[config.mk]
export PLATFORM = sky130hd
export DESIGN_NAME = mcp_data_capture
export DESIGN_NICKNAME = d
export VERILOG_FILES = /design/src/rtl/mcp_data_capture.sv
export SDC_FILE = /design/constraint.sdc
export NUM_CORES = 1
export LEC_CHECK = 0
export CORE_UTILIZATION = 53
export CTS_CLUSTER_DIAMETER = 150
export DETAILED_ROUTE_END_ITERATION = 7
export GPL_ROUTABILITY_DRIVEN = 0
export PLACE_DENSITY = 0.85
export SYNTH_ARGS = -nofsm -noshare
export SYNTH_HDL_FRONTEND = slang
export SYNTH_SLANG_ARGS = --single-unit
[constraint.sdc]
create_clock -name clk -period 2.6 [get_ports clk]
set_clock_uncertainty 0.2 [all_clocks]
set_input_delay 0.78 -clock clk [delete_from_list [all_inputs] [get_ports clk]]
set_output_delay 0.78 -clock clk [all_outputs]
set_load 0.005 [all_outputs]
[src/rtl/mcp_data_capture.sv]
// ============================================================================
// mcp_data_capture
// ----------------------------------------------------------------------------
// Receive-side capture stage of a multi-cycle-path clock-domain crossing.
//
// The sender holds its data bus quasi-static and flips a request toggle. That
// toggle reaches this domain through a 1-bit synchronizer (sync_toggle). Every
// observed toggle edge is one request. On a request the source bus is sampled
// into a 2-entry FIFO. The FIFO feeds a registered valid/ready output port.
// An acknowledge toggle goes back to the sender. It flips either when a word
// is captured or when a word leaves the FIFO, depending on ACK_ON_CAPTURE.
//
// Parameters
//   BUS_WIDTH       width of the captured data bus
//   ACK_ON_CAPTURE  1: ack flips on capture, 0: ack flips on downstream pop
//
// Ports
//   clk            in   destination-domain clock
//   reset          in   asynchronous, active-high reset
//   sync_toggle    in   synchronized request toggle
//   async_data     in   source bus, stable while a request is outstanding
//   out_ready      in   downstream accepts out_data this cycle
//   clear_overrun  in   synchronous clear of the sticky overrun flag
//   out_valid      out  buffer non-empty, out_data valid
//   out_data       out  head-of-buffer word
//   capture_pulse  out  one-cycle pulse: a word was written on the last edge
//   ack_toggle     out  acknowledge toggle to the sender domain
//   overrun        out  sticky: a request hit a full buffer and was dropped
//
// Every output comes straight from a flop, so no input reaches an output
// combinationally.
// ============================================================================
module mcp_data_capture #(
    parameter int BUS_WIDTH      = 8,
    parameter bit ACK_ON_CAPTURE = 1'b0
) (
    input  logic                 clk,
    input  logic                 reset,
    input  logic                 sync_toggle,
    input  logic [BUS_WIDTH-1:0] async_data,
    input  logic                 out_ready,
    input  logic                 clear_overrun,
    output logic                 out_valid,
    output logic [BUS_WIDTH-1:0] out_data,
    output logic                 capture_pulse,
    output logic                 ack_toggle,
    output logic                 overrun
);

    // ------------------------------------------------------------------
    // State
    // ------------------------------------------------------------------
    logic                 toggle_q;
    logic [BUS_WIDTH-1:0] mem_q [2];
    logic                 wr_ptr_q;
    logic                 rd_ptr_q;
    logic [1:0]           count_q;
    logic                 out_valid_q;
    logic [BUS_WIDTH-1:0] out_data_q;
    logic                 capture_pulse_q;
    logic                 ack_toggle_q;
    logic                 overrun_q;

    logic [BUS_WIDTH-1:0] mem_d [2];
    logic                 wr_ptr_d;
    logic                 rd_ptr_d;
    logic [1:0]           count_d;
    logic                 out_valid_d;
    logic [BUS_WIDTH-1:0] out_data_d;
    logic                 ack_toggle_d;
    logic                 overrun_d;

    // Per-cycle events
    logic req_s;
    logic pop_s;
    logic full_s;
    logic push_s;
    logic drop_s;
    logic ack_flip_s;

    // Request detection, FIFO handshake and overrun classification
    always_comb begin
        req_s  = sync_toggle ^ toggle_q;
        pop_s  = out_valid_q & out_ready;
        full_s = (count_q == 2'd2);
        // A full buffer can still take a word when its head leaves on the
        // same edge: the freed slot is exactly the one the write pointer
        // is aiming at.
        push_s = req_s & (~full_s | pop_s);
        drop_s = req_s & full_s & ~pop_s;
        if (ACK_ON_CAPTURE) begin
            ack_flip_s = push_s;
        end else begin
            ack_flip_s = pop_s;
        end
    end

    // Next-state for storage, pointers, occupancy and the output port
    always_comb begin
        mem_d[0] = mem_q[0];
        mem_d[1] = mem_q[1];
        wr_ptr_d = wr_ptr_q;
        rd_ptr_d = rd_ptr_q;

        if (push_s) begin
            mem_d[wr_ptr_q] = async_data;
            wr_ptr_d        = ~wr_ptr_q;
        end else begin
            wr_ptr_d = wr_ptr_q;
        end

        if (pop_s) begin
            rd_ptr_d = ~rd_ptr_q;
        end else begin
            rd_ptr_d = rd_ptr_q;
        end

        case ({push_s, pop_s})
            2'b10:   count_d = count_q + 2'd1;
            2'b01:   count_d = count_q - 2'd1;
            default: count_d = count_q;
        endcase

        out_valid_d = (count_d != 2'd0);
        // The head word is read from the post-update storage. A word pushed
        // into an empty buffer therefore appears on the very next cycle.
        // A stalled head never moves, because it is neither popped nor
        // overwritten.
        out_data_d  = mem_d[rd_ptr_d];

        ack_toggle_d = ack_toggle_q ^ ack_flip_s;

        // A new overrun takes priority over a simultaneous clear
        if (drop_s) begin
            overrun_d = 1'b1;
        end else if (clear_overrun) begin
            overrun_d = 1'b0;
        end else begin
            overrun_d = overrun_q;
        end
    end

    // State registers; async reset flushes the buffer and any word in flight
    always_ff @(posedge clk or posedge reset) begin
        if (reset) begin
            toggle_q        <= 1'b0;
            mem_q[0]        <= '0;
            mem_q[1]        <= '0;
            wr_ptr_q        <= 1'b0;
            rd_ptr_q        <= 1'b0;
            count_q         <= 2'd0;
            out_valid_q     <= 1'b0;
            out_data_q      <= '0;
            capture_pulse_q <= 1'b0;
            ack_toggle_q    <= 1'b0;
            overrun_q       <= 1'b0;
        end else begin
            toggle_q        <= sync_toggle;
            mem_q[0]        <= mem_d[0];
            mem_q[1]        <= mem_d[1];
            wr_ptr_q        <= wr_ptr_d;
            rd_ptr_q        <= rd_ptr_d;
            count_q         <= count_d;
            out_valid_q     <= out_valid_d;
            out_data_q      <= out_data_d;
            capture_pulse_q <= push_s;
            ack_toggle_q    <= ack_toggle_d;
            overrun_q       <= overrun_d;
        end
    end

    assign out_valid     = out_valid_q;
    assign out_data      = out_data_q;
    assign capture_pulse = capture_pulse_q;
    assign ack_toggle    = ack_toggle_q;
    assign overrun       = overrun_q;

endmodule
==> out/qor.txt, run 1 <==
Detailed Route WL -> 3296 um
Layout cells sized above 1 -> 0.3161
Most common cell in the netlist -> dfrtp_1
DP Wirelength -> 2193 um
Failing checks -> DRC
Pin count of the biggest net entering global routing -> 34
Nets -> 168
PostCTS Resize Cnt -> 0
CTS tree -> built
Comb power frac -> 0.491
Final hold slack -> 0.2744 ns
Final setup viols -> 0
Arrival @ worst endpoint -> 2.41 ns
EDFF count, synth -> 0
Leak pwr -> 0.8886 nW
DIE AREA -> 0.003265 mm^2
Io pins -> 25
Hold/Removal Path Class -> flop to flop
H-tree levels -> 2
Slowest Stage Delay on Critical Path -> 0.53 ns
Worst VDD drop -> 0.6970 mV
RSZ-0062 raised after global routing -> false
DR vias -> 1140
PwrDens -> 1254 mW/mm^2
Synth Register Bits -> 33
Critical Path Fanout Max -> 2
Setup crit start kind -> input port
Post-CTS Setup Inserts -> 0
Worst Setup End Kind -> flop
Internal -> 1.650 mW
Syn nets -> 127
FMAX -> 418.3 MHz
Post-Place Cells -> 178
Yosys top cell by area -> dfrtp_1
Fin cells -> 186
Skew-Pair Late Insertion Delay -> 0.33 ns
Clock network power share -> 0.131
Grt ovf -> 0
Longest Clk Path Bufs -> 2
Setup ws final -> 0.2095 ns
PortBufs -> 24
Mean Syn Cell Area -> 14.26 um^2
Die H -> 57.14 um
FFs w/ async S/R, synth -> 1.000
Vias in the first global route -> 1198
Routed len/inst -> 17.72 um
Sw frac -> 0.3483
Post-Syn Instances -> 113
Max FFs per register -> 16
Slew headroom -> 0.6046
CP Class -> input port to flop
Root Driver -> clkbuf_4
Synth Flop Type -> dfrtp_1
Cell row count -> 19
CP cell instances -> clkdlybuf4s50_1 -> xor2_2 -> nand2_4 -> ha_1 -> xnor2_1 -> nor2_1 -> xor2_1 -> or2_2
Ant. Diodes -> 0
Seq/Total Area, Yosys -> 0.5124
Ys Warns -> 0
Largest reg by FF count -> mem_q
Total power -> 2.532 mW
First-pass GRT wire length -> 5692 um
Top post-synthesis cells by count -> dfrtp_1 (33), o221ai_1 (14), mux2_2 (8), mux2_4 (8)
Post-DP Area -> 0.001949 mm^2
Starting density of the core -> 0.5697
Residual DRC -> 8
Synthesized cell area -> 0.001612 mm^2
Fin area -> 0.002019 mm^2
Critical path required time -> 2.62 ns
Antenna-violating nets left -> 0
Hold Buf Count CTS -> 0
Final Critical Period -> 2.390 ns
CORE AREA -> 0.002829 mm^2
Netlist cell types -> 35
Reg power frac -> 0.378
Sink Count -> 33
Clk slew on worst S/H paths -> 0.10 ns
Max_cap viols -> 0
Final Util -> 0.7138
Worst Tran Pin Value -> 0.5914 ns
Setup_tns -> 0 ns
Outcome -> complete, but fails checks
Slowest-stage cell, CP -> clkdlybuf4s50_1
Via density -> 6.129
DIE WIDTH -> 57.14 um
Post-Place Setup Slack -> -0.1470 ns
Psw -> 0.8821 mW
Pre-antenna DRT Iters -> 6
Initial antenna violation count -> 0
Tcrit/Tclk final -> 0.9194
Final Max Tran Viols -> 0
CTS buffer count -> 5
Initial DRC Count -> 68
All-layer global routing usage -> 0.2344
Post-synth top area share -> 0.5124
Fin. Hold Viols -> 0
Syn-to-layout area delta -> 25.31%
Synth area leaders -> dfrtp_1 (51%), o221ai_1 (7.6%), mux2_4 (7.5%)
power by group through the flow:
stage | clock network, mW | registers (mW) | logic (mW)
after floorplan | 0 | 0.912 | 0.885
after global placement | 0 | 0.943 | 1.19
after detailed placement | 0 | 0.963 | 1.24
after CTS | 0.335 | 0.953 | 1.25
after global routing | 0.361 | 0.983 | 1.34
final | 0.331 | 0.957 | 1.24
logic make-up (layout without fill, tap and decap cells):
| logic type | Yosys count | in the layout | share of synthesized area |
|---|---|---|---|
| muxes | 23 | 23 | 0.1739 |
| adders and majority gates | 1 | 1 | 0.007763 |
| AOI/OAI and AO/OA | 27 | 27 | 0.1498 |
| xor gates and xnor gates | 8 | 8 | 0.05668 |
| and+or+nand+nor | 12 | 12 | 0.05978 |
| DFF | 33 | 33 | 0.5124 |
| buffers and inverters | 9 | 51 | 0.03960 |
placed cells by master (no fill, tap or decap), types with 2 or more instances in the layout:
master,n
a22oi_1,7
buf_4,13
clkbuf_4,5
clkbuf_8,2
clkdlybuf4s50_1,24
dfrtp_1,33
inv_1,3
mux2_2,8
mux2_4,8
mux2i_1,7
nand3b_1,2
o221ai_1,14
xnor2_1,5
final timing paths:
kind	start	to	slack (ns)	cells past startpoint
min reg2reg	ack_toggle$_DFF_PP0_	ack_toggle$_DFF_PP0_	0.27	1
max reg2reg	count_q[0]$_DFF_PP0_	mem_q[2]$_DFF_PP0_	0.66	3
max	sync_toggle	out_valid$_DFF_PP0_	0.21	8
max in group asynchronous	reset	count_q[1]$_DFF_PP0_	1.27	3
min	ack_toggle$_DFF_PP0_	ack_toggle$_DFF_PP0_	0.27	1
min in group asynchronous	reset	mem_q[3]$_DFF_PP0_	0.63	3
critical path, delay by kind of cell:
family | cells | cell delay, ns
xor gates and xnor gates | 3 | 0.49
adders and majority gates | 1 | 0.21
buffers and inverters | 1 | 0.53
and+or+nand+nor | 3 | 0.40
final cells by class:
class | instances | area [um^2]
inverter | 6 | 25.02
tap | 31 | 38.79
multi-input combinational | 71 | 721.9
sequential | 33 | 825.8
fill | 195 | 809.5
clock buffer | 7 | 65.06
timing repair buffer | 37 | 337.8
clock inverter | 1 | 5.005
routing by layer:
layer,track usage,part of all wire,up-vias
met5,0,0,-
met4,0.1185,0.016,0
met3,0.07483,0.069,6
met2,0.3529,0.48,48
met1,0.3066,0.44,567
li1,-,-,519
Power figures use the tool's default switching activity.
==> inputs of run 2 (changes only) <==
ABC_AREA = 1   (was not set)
CORE_MARGIN = 2   (was not set)
CORE_UTILIZATION = 54   (was 53)
TNS_END_PERCENT = 50   (was not set)
==> out/qor.txt, run 2 <==
Die H -> 61.34 um (was 57.14 um)
EDFF count, synth -> 0 (unchanged)
Final setup viols -> 0 (unchanged)
Critical Path Fanout Max -> 2 (unchanged)
Psw -> 0.9645 mW (was 0.8821 mW)
Io pins -> 25 (unchanged)
CTS tree -> built (unchanged)
PwrDens -> 1146 mW/mm^2 (was 1254 mW/mm^2)
Cell row count -> 20 (was 19)
Worst VDD drop -> 0.6265 mV (was 0.6970 mV)
CP Class -> flop to output pin (was input port to flop)
Starting density of the core -> 0.5722 (was 0.5697)
CP startpoint -> out_valid$_DFF_PP0_ (was sync_toggle)
H-tree levels -> 2 (unchanged)
Most common cell in the netlist -> inv_1 (was dfrtp_1)
Nets -> 274 (was 168)
CP top delay family -> buffers and inverters (unchanged)
Total power -> 2.421 mW (was 2.532 mW)
Clk slew on worst S/H paths -> 0.09 ns (was 0.10 ns)
Layout cells sized above 1 -> 0.08046 (was 0.3161)
Clock network power share -> 0.111 (was 0.131)
Sink Count -> 33 (unchanged)
Slowest-stage cell, CP -> clkdlybuf4s50_1 (unchanged)
Outcome -> completed (was complete, but fails checks)
Mean Syn Cell Area -> 7.719 um^2 (was 14.26 um^2)
Initial antenna violation count -> 0 (unchanged)
Pin count of the biggest net entering global routing -> 34 (unchanged)
Final Max Tran Viols -> 0 (unchanged)
Vias in the first global route -> 1347 (was 1198)
Grt ovf -> 0 (unchanged)
Post-Syn Instances -> 230 (was 113)
First-pass GRT wire length -> 5540 um (was 5692 um)
Routed len/inst -> 10.40 um (was 17.72 um)
Synth Register Bits -> 33 (unchanged)
Worst Setup End Kind -> output pin (was flop)
Seq/Total Area, Yosys -> 0.4651 (was 0.5124)
Longest Clk Path Bufs -> 2 (unchanged)
Most common cell after layout, fill and taps aside -> inv_1 (was dfrtp_1)
Max_cap viols -> 0 (unchanged)
Tcrit/Tclk final -> 0.8504 (was 0.9194)
Residual DRC -> 0 (was 8)
Antenna-violating nets left -> 0 (unchanged)
CTS buffer count -> 5 (unchanged)
DIE WIDTH -> 61.34 um (was 57.14 um)
Ys Warns -> 0 (unchanged)
Synth area leaders -> dfrtp_1 (47%), inv_1 (10%), nand2_1 (9.5%) (was dfrtp_1 (51%), o221ai_1 (7.6%), mux2_4 (7.5%))
Reg power frac -> 0.376 (was 0.378)
Syn-to-layout area delta -> 18.96% (was 25.31%)
DIE AREA -> 0.003763 mm^2 (was 0.003265 mm^2)
PostCTS Resize Cnt -> 0 (unchanged)
Internal -> 1.456 mW (was 1.650 mW)
R2R Setup Slk -> 0.91 ns (was 0.66 ns)
Slowest Stage Delay on Critical Path -> 0.51 ns (was 0.53 ns)
Final Critical Period -> 2.211 ns (was 2.390 ns)
Leak pwr -> 1.167 nW (was 0.8886 nW)
Comb power frac -> 0.513 (was 0.491)
Pre-antenna DRT Iters -> 4 (was 6)
Fin. Hold Viols -> 0 (unchanged)
Setup crit start kind -> flop (was input port)
FMAX -> 452.3 MHz (was 418.3 MHz)
FFs w/ async S/R, synth -> 1.000 (unchanged)
Skew-Pair Late Insertion Delay -> 0.33 ns (about the same)
Final hold slack -> 0.2925 ns (was 0.2744 ns)
Post-synth top area share -> 0.4651 (was 0.5124)
Arrival @ worst endpoint -> 1.23 ns (was 2.41 ns)
DP Wirelength -> 2226 um (was 2193 um)
Hold Buf Count CTS -> 0 (unchanged)
Synth Flop Type -> dfrtp_1 (unchanged)
RSZ-0062 raised after global routing -> false (unchanged)
RR Startpoint -> wr_ptr_q$_DFFE_PP0P_ (was count_q[0]$_DFF_PP0_)
Syn nets -> 244 (was 127)
Yosys top cell by area -> dfrtp_1 (unchanged)
Area of the multi-input gates -> 706.9 um^2 (was 721.9 um^2)
Worst Tran Pin Value -> 0.4924 ns (was 0.5914 ns)
CP cell instances -> clkdlybuf4s50_1 (was clkdlybuf4s50_1 -> xor2_2 -> nand2_4 -> ha_1 -> xnor2_1 -> nor2_1 -> xor2_1 -> or2_2)
Critical path required time -> 1.62 ns (was 2.62 ns)
Via density -> 4.580 (was 6.129)
CP bufs+invs -> 1 (unchanged)
Hold/Removal Path Class -> flop to flop (unchanged)
Synthesized cell area -> 0.001775 mm^2 (was 0.001612 mm^2)
Most frequent cells in the layout -> inv_1 (48), nand2_1 (45), nand3_1 (33), dfrtp_1 (33), nor2_1 (32) (was dfrtp_1 (33), clkdlybuf4s50_1 (24), o221ai_1 (14))
Slew headroom -> 0.6718 (was 0.6046)
Fillcell total -> 286 (was 195)
Root Driver -> clkbuf_4 (unchanged)
Hold Startpoint -> ack_toggle$_DFF_PP0_ (unchanged)
Sw frac -> 0.3984 (was 0.3483)
Max FFs per register -> 16 (unchanged)
CORE AREA -> 0.003103 mm^2 (was 0.002829 mm^2)
All-layer global routing usage -> 0.2037 (was 0.2344)
FF+latch area -> 825.8 um^2 (unchanged)
Initial DRC Count -> 42 (was 68)
Ant. Diodes -> 0 (unchanged)
Largest reg by FF count -> mem_q (unchanged)
Top post-synthesis cells by count -> inv_1 (48), nand2_1 (45), dfrtp_1 (33), nand3_1 (33), nor2_1 (32) (was dfrtp_1 (33), o221ai_1 (14), mux2_2 (8), mux2_4 (8))
Setup_tns -> 0 ns (unchanged)
Netlist cell types -> 21 (was 35)
DR vias -> 1397 (was 1140)
Detailed Route WL -> 3171 um (was 3296 um)
PortBufs -> 24 (unchanged)
Post-CTS Setup Inserts -> 0 (unchanged)
-- run 2: cell count changes after synthesis, moves of 2 or more --
cell / delta
xnor2_1: -2
mux2i_1: -7
nand2_1: +44
nand4_1: +2
a22oi_1: -7
mux2_2: -8
and2_1: +16
inv_1: +45
nor2_1: +31
o221ai_1: -14
mux2_4: -8
buf_2: +4
nand3_1: +33
-- run 2: path summary, 6_finish.rpt --
check | to | cells past startpoint
worst max-delay path | out_valid | 1
worst min-delay path | ack_toggle$_DFF_PP0_ | 1
worst max register to register | mem_q[11]$_DFF_PP0_ | 5
worst min register to register | ack_toggle$_DFF_PP0_ | 1
min in group asynchronous | capture_pulse$_DFF_PP0_ | 3
max in group asynchronous | mem_q[12]$_DFF_PP0_ | 3
-- run 2: power by group through the flow --
| stage | Clock, mW | Combinational [mW] | Sequential [mW] |
|---|---|---|---|
| final | 0.268 | 1.24 | 0.911 |
| after global routing | 0.301 | 1.44 | 0.943 |
| after CTS | 0.277 | 1.25 | 0.915 |
| after detailed placement | 0 | 1.25 | 0.925 |
| after global placement | 0 | 1.21 | 0.915 |
| after floorplan | 0 | 0.902 | 0.882 |
-- run 2: routing by layer --
metal,global-route usage,vias to the layer above,part of all wire
li1,-,737,-
met1,0.2329,640,0.46
met2,0.3723,15,0.50
met3,0.04622,5,0.030
met4,0.07295,0,0.015
met5,0,-,0
-- run 2: cell type report --
class	instances	share of cell area
multi-input combinational	140	0.3347
clock buffer	6	0.01955
clock inverter	2	0.004739
tap	44	0.02607
sequential	33	0.3910
timing repair buffer	30	0.1351
inverter	50	0.08886
-- run 2: cell families (layout without fill, tap and decap cells) --
family	after synthesis	after routing	synth area share
flip-flops	33	33	0.4651
AO/OA/AOI/OAI	1	1	0.002816
AND/OR/NAND/NOR	134	134	0.3580
buffers and inverters	57	88	0.1367
XOR/XNOR	4	4	0.03031
adder cells (fa/ha/maj)	1	1	0.007046
-- run 2: metrics by stage --
step,utilization,std cells,worst slack [ns],area (um^2)
after floorplan,-,230,0.3918,1775
after global placement,0.6641,297,0.09554,2061
after detailed placement,0.6641,297,0.05224,2061
after CTS,0.6806,305,0.3709,2112
after global routing,0.6806,305,0.2855,2112
final,0.6806,305,0.3891,2112
